$ cat config.mk
export PLATFORM = sky130hd
export DESIGN_NAME = fetch_ctrl
export DESIGN_NICKNAME = d
export VERILOG_FILES = /design/src/rtl/fetch_ctrl_pkg.sv /design/src/rtl/fetch_ctrl.sv
export SDC_FILE = /design/constraint.sdc
export NUM_CORES = 1
export LEC_CHECK = 0
export CORE_UTILIZATION = 38
export CTS_CLUSTER_SIZE = 14
export DETAILED_ROUTE_END_ITERATION = 8
export GPL_ROUTABILITY_DRIVEN = 0
export GPL_TIMING_DRIVEN = 0
export HOLD_SLACK_MARGIN = 0.12
export PLACE_DENSITY = 0.76
export SYNTH_ARGS = -nofsm -noshare
export SYNTH_HDL_FRONTEND = slang
export SYNTH_SLANG_ARGS = --single-unit
$ cat constraint.sdc
create_clock -name clk -period 2.8 [get_ports clk]
set_clock_uncertainty 0.05 [all_clocks]
set_input_delay 0.56 -clock clk [delete_from_list [all_inputs] [get_ports clk]]
set_output_delay 0.56 -clock clk [all_outputs]
set_load 0.02 [all_outputs]
$ cat src/rtl/fetch_ctrl_pkg.sv
// rtl/fetch_ctrl_pkg.sv - shared widths, reset constants and fetch FSM encoding
package fetch_ctrl_pkg;

    localparam int unsigned WORD_WIDTH = 32;
    localparam logic [WORD_WIDTH-1:0] PC_BASE = 32'h0000_0000;
    localparam logic [WORD_WIDTH-1:0] DEFAULT_NOP_INSTR = 32'h0000_0000;

    typedef enum logic [1:0] {
        FETCH_REQ  = 2'd0,
        FETCH_WAIT = 2'd1,
        FETCH_HOLD = 2'd2,
        FETCH_DROP = 2'd3
    } fetch_state_t;

endpackage

$ cat src/rtl/fetch_ctrl.sv
// rtl/fetch_ctrl.sv - fetch controller: imem handshake, PC advance and IF/ID register
module fetch_ctrl
    import fetch_ctrl_pkg::*;
#(
    parameter int unsigned PC_STEP = 4,
    parameter logic [WORD_WIDTH-1:0] NOP_INSTR = DEFAULT_NOP_INSTR
) (
    input  logic                  clk,
    input  logic                  rst,
    input  logic [WORD_WIDTH-1:0] pc,
    output logic [WORD_WIDTH-1:0] npc,
    output logic                  stallF,
    input  logic                  stallD,
    input  logic                  redirect_valid,
    input  logic [WORD_WIDTH-1:0] redirect_target,
    output logic                  imem_req,
    output logic [WORD_WIDTH-1:0] imem_addr,
    input  logic                  imem_gnt,
    input  logic                  imem_rvalid,
    input  logic [WORD_WIDTH-1:0] imem_rdata,
    output logic [WORD_WIDTH-1:0] instrD,
    output logic [WORD_WIDTH-1:0] pcD,
    output logic                  instrD_valid
);

    fetch_state_t          state, next_state;
    logic [WORD_WIDTH-1:0] pending;
    logic [WORD_WIDTH-1:0] hold_buf;
    logic [WORD_WIDTH-1:0] load_word;
    logic                  advance;
    logic                  bubble;
    logic                  load;
    logic                  pending_we;
    logic                  hold_we;

    assign imem_addr = pc;
    assign imem_req  = rst && (state == FETCH_REQ) && !redirect_valid;
    assign stallF    = !rst || !advance;

    always_comb begin
        next_state = state;
        advance    = 1'b0;
        npc        = pc + WORD_WIDTH'(PC_STEP);
        bubble     = 1'b0;
        load       = 1'b0;
        load_word  = imem_rdata;
        pending_we = 1'b0;
        hold_we    = 1'b0;
        case (state)
            FETCH_REQ: begin
                if (redirect_valid) begin
                    advance = 1'b1;
                    npc     = redirect_target;
                    bubble  = 1'b1;
                end else if (imem_gnt) begin
                    next_state = FETCH_WAIT;
                end
            end
            FETCH_WAIT: begin
                if (redirect_valid && imem_rvalid) begin
                    advance    = 1'b1;
                    npc        = redirect_target;
                    bubble     = 1'b1;
                    next_state = FETCH_REQ;
                end else if (redirect_valid) begin
                    // The granted request must still return; park the target until it does.
                    pending_we = 1'b1;
                    next_state = FETCH_DROP;
                end else if (imem_rvalid && !stallD) begin
                    advance    = 1'b1;
                    load       = 1'b1;
                    next_state = FETCH_REQ;
                end else if (imem_rvalid) begin
                    hold_we    = 1'b1;
                    next_state = FETCH_HOLD;
                end
            end
            FETCH_HOLD: begin
                load_word = hold_buf;
                if (redirect_valid) begin
                    advance    = 1'b1;
                    npc        = redirect_target;
                    bubble     = 1'b1;
                    next_state = FETCH_REQ;
                end else if (!stallD) begin
                    advance    = 1'b1;
                    load       = 1'b1;
                    next_state = FETCH_REQ;
                end
            end
            FETCH_DROP: begin
                pending_we = redirect_valid;
                if (imem_rvalid) begin
                    advance    = 1'b1;
                    npc        = redirect_valid ? redirect_target : pending;
                    bubble     = 1'b1;
                    next_state = FETCH_REQ;
                end
            end
            default: next_state = FETCH_REQ;
        endcase
    end

    always_ff @(posedge clk or negedge rst) begin
        if (!rst) begin
            state        <= FETCH_REQ;
            pending      <= '0;
            hold_buf     <= '0;
            instrD       <= NOP_INSTR;
            pcD          <= '0;
            instrD_valid <= 1'b0;
        end else begin
            state <= next_state;
            if (pending_we) pending  <= redirect_target;
            if (hold_we)    hold_buf <= imem_rdata;
            // A flush wins over a decode stall; otherwise IF/ID only moves on a completed fetch.
            if (bubble) begin
                instrD       <= NOP_INSTR;
                instrD_valid <= 1'b0;
            end else if (load) begin
                instrD       <= load_word;
                pcD          <= pc;
                instrD_valid <= 1'b1;
            end
        end
    end

endmodule
==> flow_summary.toml <==
[pwr]
switching_share = 0.379
p_seq_frac = 0.285
power_density_nw_per_um2 = 1020
p_leak_nw = 4.66
clockPowerShare = 0.194
power_switching_mw = 4.35
vdd_drop_max_mv = 0.714
power.internal_mw = 7.13
pwr-share-comb = 0.521

[routing]
drtAntennaViolNets = 0
vias_per_cell = 5.48
drt_iter0_markers = 412
wl_per_cell_um = 19.5
drcViolationCount = 23
drt_pass1_iterations = 9
vias = 6358
wirelength_um = 22700

[place]
dp.cells = 1093
dp_hpwl_um = 15200
io_buffers = 231

[synth]
syn-mean-instance-area_um2 = 11.3
synth_top_flop_cell = "dfrtp_1"
syn_nets = 740
async_flop_share = 1.00
yosysUniqueCellTypes = 47
synth_seq_cells = 131
netlist_area_um2 = 7130
synth_edf_count = 0
synth_warnings = 0
syn-instance-count = 632
ys_seq_area_frac = 0.460

[worst_setup_path]
crit_type = "in -> out"
critical_path_required_ps = 2190
path_max_fanout = 5
worstSetupStartpointType = "input pin"
cp-end-kind = "output port"
cp.arrival_ps = 2350

[sta]
period_share = 1.06
tightest_slew_ps = 796
rsz0062_at_grt = "true"
finalHoldViolCount = 0
setup_ws_ps = -163
finalSetupTns_ps = -665
slew_violations = 0
min_period_ps = 2960
timing.fmax_mhz = 338
slew_headroom = 0.470
setup_viol = 15

[layout]
antenna_cells = 0
final_util = 0.618
regArea_um2 = 3280
area_growth_pct = 57.4
multi_input_area_um2 = 3950
fillerInstances = 1470
drive_above_1_share = 0.367
final_cells = 1161
nets = 1028

[floorplanning]
io_pins = 233
die_w_um = 139
dieArea_um2 = 19300
start_util = 0.393
die_h_um = 139
fp-row-count = 49
core_area_um2 = 18100

[global_route]
grt_start_max_net_pins = 75
grt_use_total = 0.237
grt_pass1_vias = 6293
grt-ovfl-total = 0
grt_pass1_wl_um = 35100
antenna_found_initial = 1

[cts]
clock_path_buffers = 2
clock_latency_ps = 420
htree_levels = 4
cts_buffers = 17
cts.sinks = 131
cts_root_buf = "clkbuf_16"
cts_tree = "done"
clk_pin_slew_ps = 60

[flow_run]
drv_cap = 0

[status]
violations = "design-rule violations, negative setup slack"
outcome = "finished with violations"

[worst_hold_path]
hold_path_class = "in -> async"
==> timing repair <==
item                                    CTS  global route
endpoints found under the setup margin   33            33
hold endpoints to repair                 57             0
buffers inserted                         27            12
pin swaps                                35            16
resized for setup                       383            53
gates cloned                              4             0
hold buffers                              1             0
==> kinds of logic (layout without fill, tap and decap cells) <==
family / after synthesis / count (layout) / share of synthesized area
buffers and inverters: 78 / 378 / 0.0607
AOI/OAI and AO/OA: 114 / 114 / 0.122
and+or+nand+nor: 135 / 135 / 0.0994
adders and majority gates: 6 / 6 / 0.0105
xor gates and xnor gates: 28 / 28 / 0.0344
DFF: 131 / 131 / 0.460
muxes: 140 / 140 / 0.213
==> worst max-delay path, stage by stage <==
cell and delay (ps):
buf_12 80, ha_4 150, nand2_4 70, or4_4 560, buf_4 170, nor3_2 260, xnor2_2 140, o221ai_4 200
buf_6 150
==> synthesized netlist by cell type (4+ instances only) <==
library cell,n,area (µm²)
dfrtp_1,131,3280
mux2_2,87,980
mux2i_1,45,450
nor2_1,43,161
nand2_1,41,154
a211oi_1,35,263
buf_4,32,240
a22oi_1,25,188
clkbuf_1,20,75.1
o221ai_1,18,158
buf_2,16,80.1
xor2_1,15,131
xnor2_1,13,114
nand3_1,12,60.1
a21oi_1,11,55.1
and3_1,8,50.1
mux2_1,8,90.1
o21ai_0,7,35.0
ha_1,6,75.1
nand4_1,6,37.5
buf_1,5,18.8
inv_1,5,18.8
nor3_1,4,20.0
==> cell usage in the layout (no fill, tap or decap), types with 5 or more instances in the layout <==
| cell | netlist | layout |
|---|---|---|
| a211oi_1 | 35 | 34 |
| a21oi_1 | 11 | 11 |
| a22oi_1 | 25 | 18 |
| a22oi_2 | 0 | 7 |
| and3_1 | 8 | 5 |
| buf_2 | 16 | 19 |
| buf_4 | 32 | 79 |
| buf_6 | 0 | 30 |
| clkbuf_1 | 20 | 9 |
| clkbuf_16 | 0 | 17 |
| clkbuf_2 | 0 | 7 |
| clkbuf_4 | 0 | 6 |
| clkdlybuf4s50_1 | 0 | 172 |
| dfrtp_1 | 131 | 131 |
| dlygate4sd2_1 | 0 | 7 |
| mux2_1 | 8 | 8 |
| mux2_2 | 87 | 87 |
| mux2i_1 | 45 | 45 |
| nand2_1 | 41 | 38 |
| nand3_1 | 12 | 7 |
| nand4_1 | 6 | 6 |
| nor2_1 | 43 | 41 |
| o221ai_2 | 2 | 11 |
| o221ai_4 | 0 | 9 |
| xnor2_1 | 13 | 9 |
| xor2_1 | 15 | 14 |
==> state kept, by name (all words and copies together), names as in the netlist <==
| signal | cells |
|---|---|
| hold_buf | 32 |
| pending | 32 |
| instrD_valid | 1 |
| pcD | 32 |
| instrD | 32 |
| state | 2 |
==> power by group through the flow <==
stage                     clock, mW  sequential (mW)  combinational, mW
final                          2.23             3.27               5.98
after global routing           2.32             3.37               6.33
after CTS                      2.26             3.26               6.04
after detailed placement          0             3.28               5.15
after global placement            0             3.24               5.09
after floorplan                   0             3.74               2.37
==> stage by stage <==
step	instance area (µm²)	total power, mW	hold WS [ps]	setup WS, ps
2_1_floorplan	7130	6.11	214	112
3_3_place_gp	9730	8.33	415	-4600
3_5_place_dp	9750	8.43	420	-1390
4_1_cts	11100	11.6	139	-108
5_1_grt	11200	12.0	136	-238
6_report	11200	11.5	117	-163
==> metal layers <==
metal	track usage	vias up	routed length, µm
met5	0	-	13
met4	0.0965	2	623
met3	0.0787	45	2160
met2	0.391	303	10900
met1	0.284	3124	8950
li1	-	2884	-
==> path summary, 6_finish.rpt <==
kind / start / to / slack (ps) / cells after the start
min in group clk: pc[8] / pcD[8] / 390 / 2
max reg2reg: state[0] / pcD[24] / 170 / 12
min reg2reg: pcD[20] / pcD[20] / 430 / 2
max in group asynchronous: rst / pending[28] / 2210 / 2
max: pc[3] / npc[24] / -160 / 9
min: rst / hold_buf[5] / 120 / 2
==> cell type report <==
cell class | count | share of cell area
Buffer | 69 | 0.0418
Clock buffer | 19 | 0.0404
Clock inverter | 12 | 0.0117
Inverter | 5 | 0.00167
Multi-Input combinational cell | 423 | 0.352
Sequential cell | 131 | 0.292
Tap cell | 229 | 0.0255
Timing Repair Buffer | 273 | 0.235
Power figures use the tool's default switching activity.
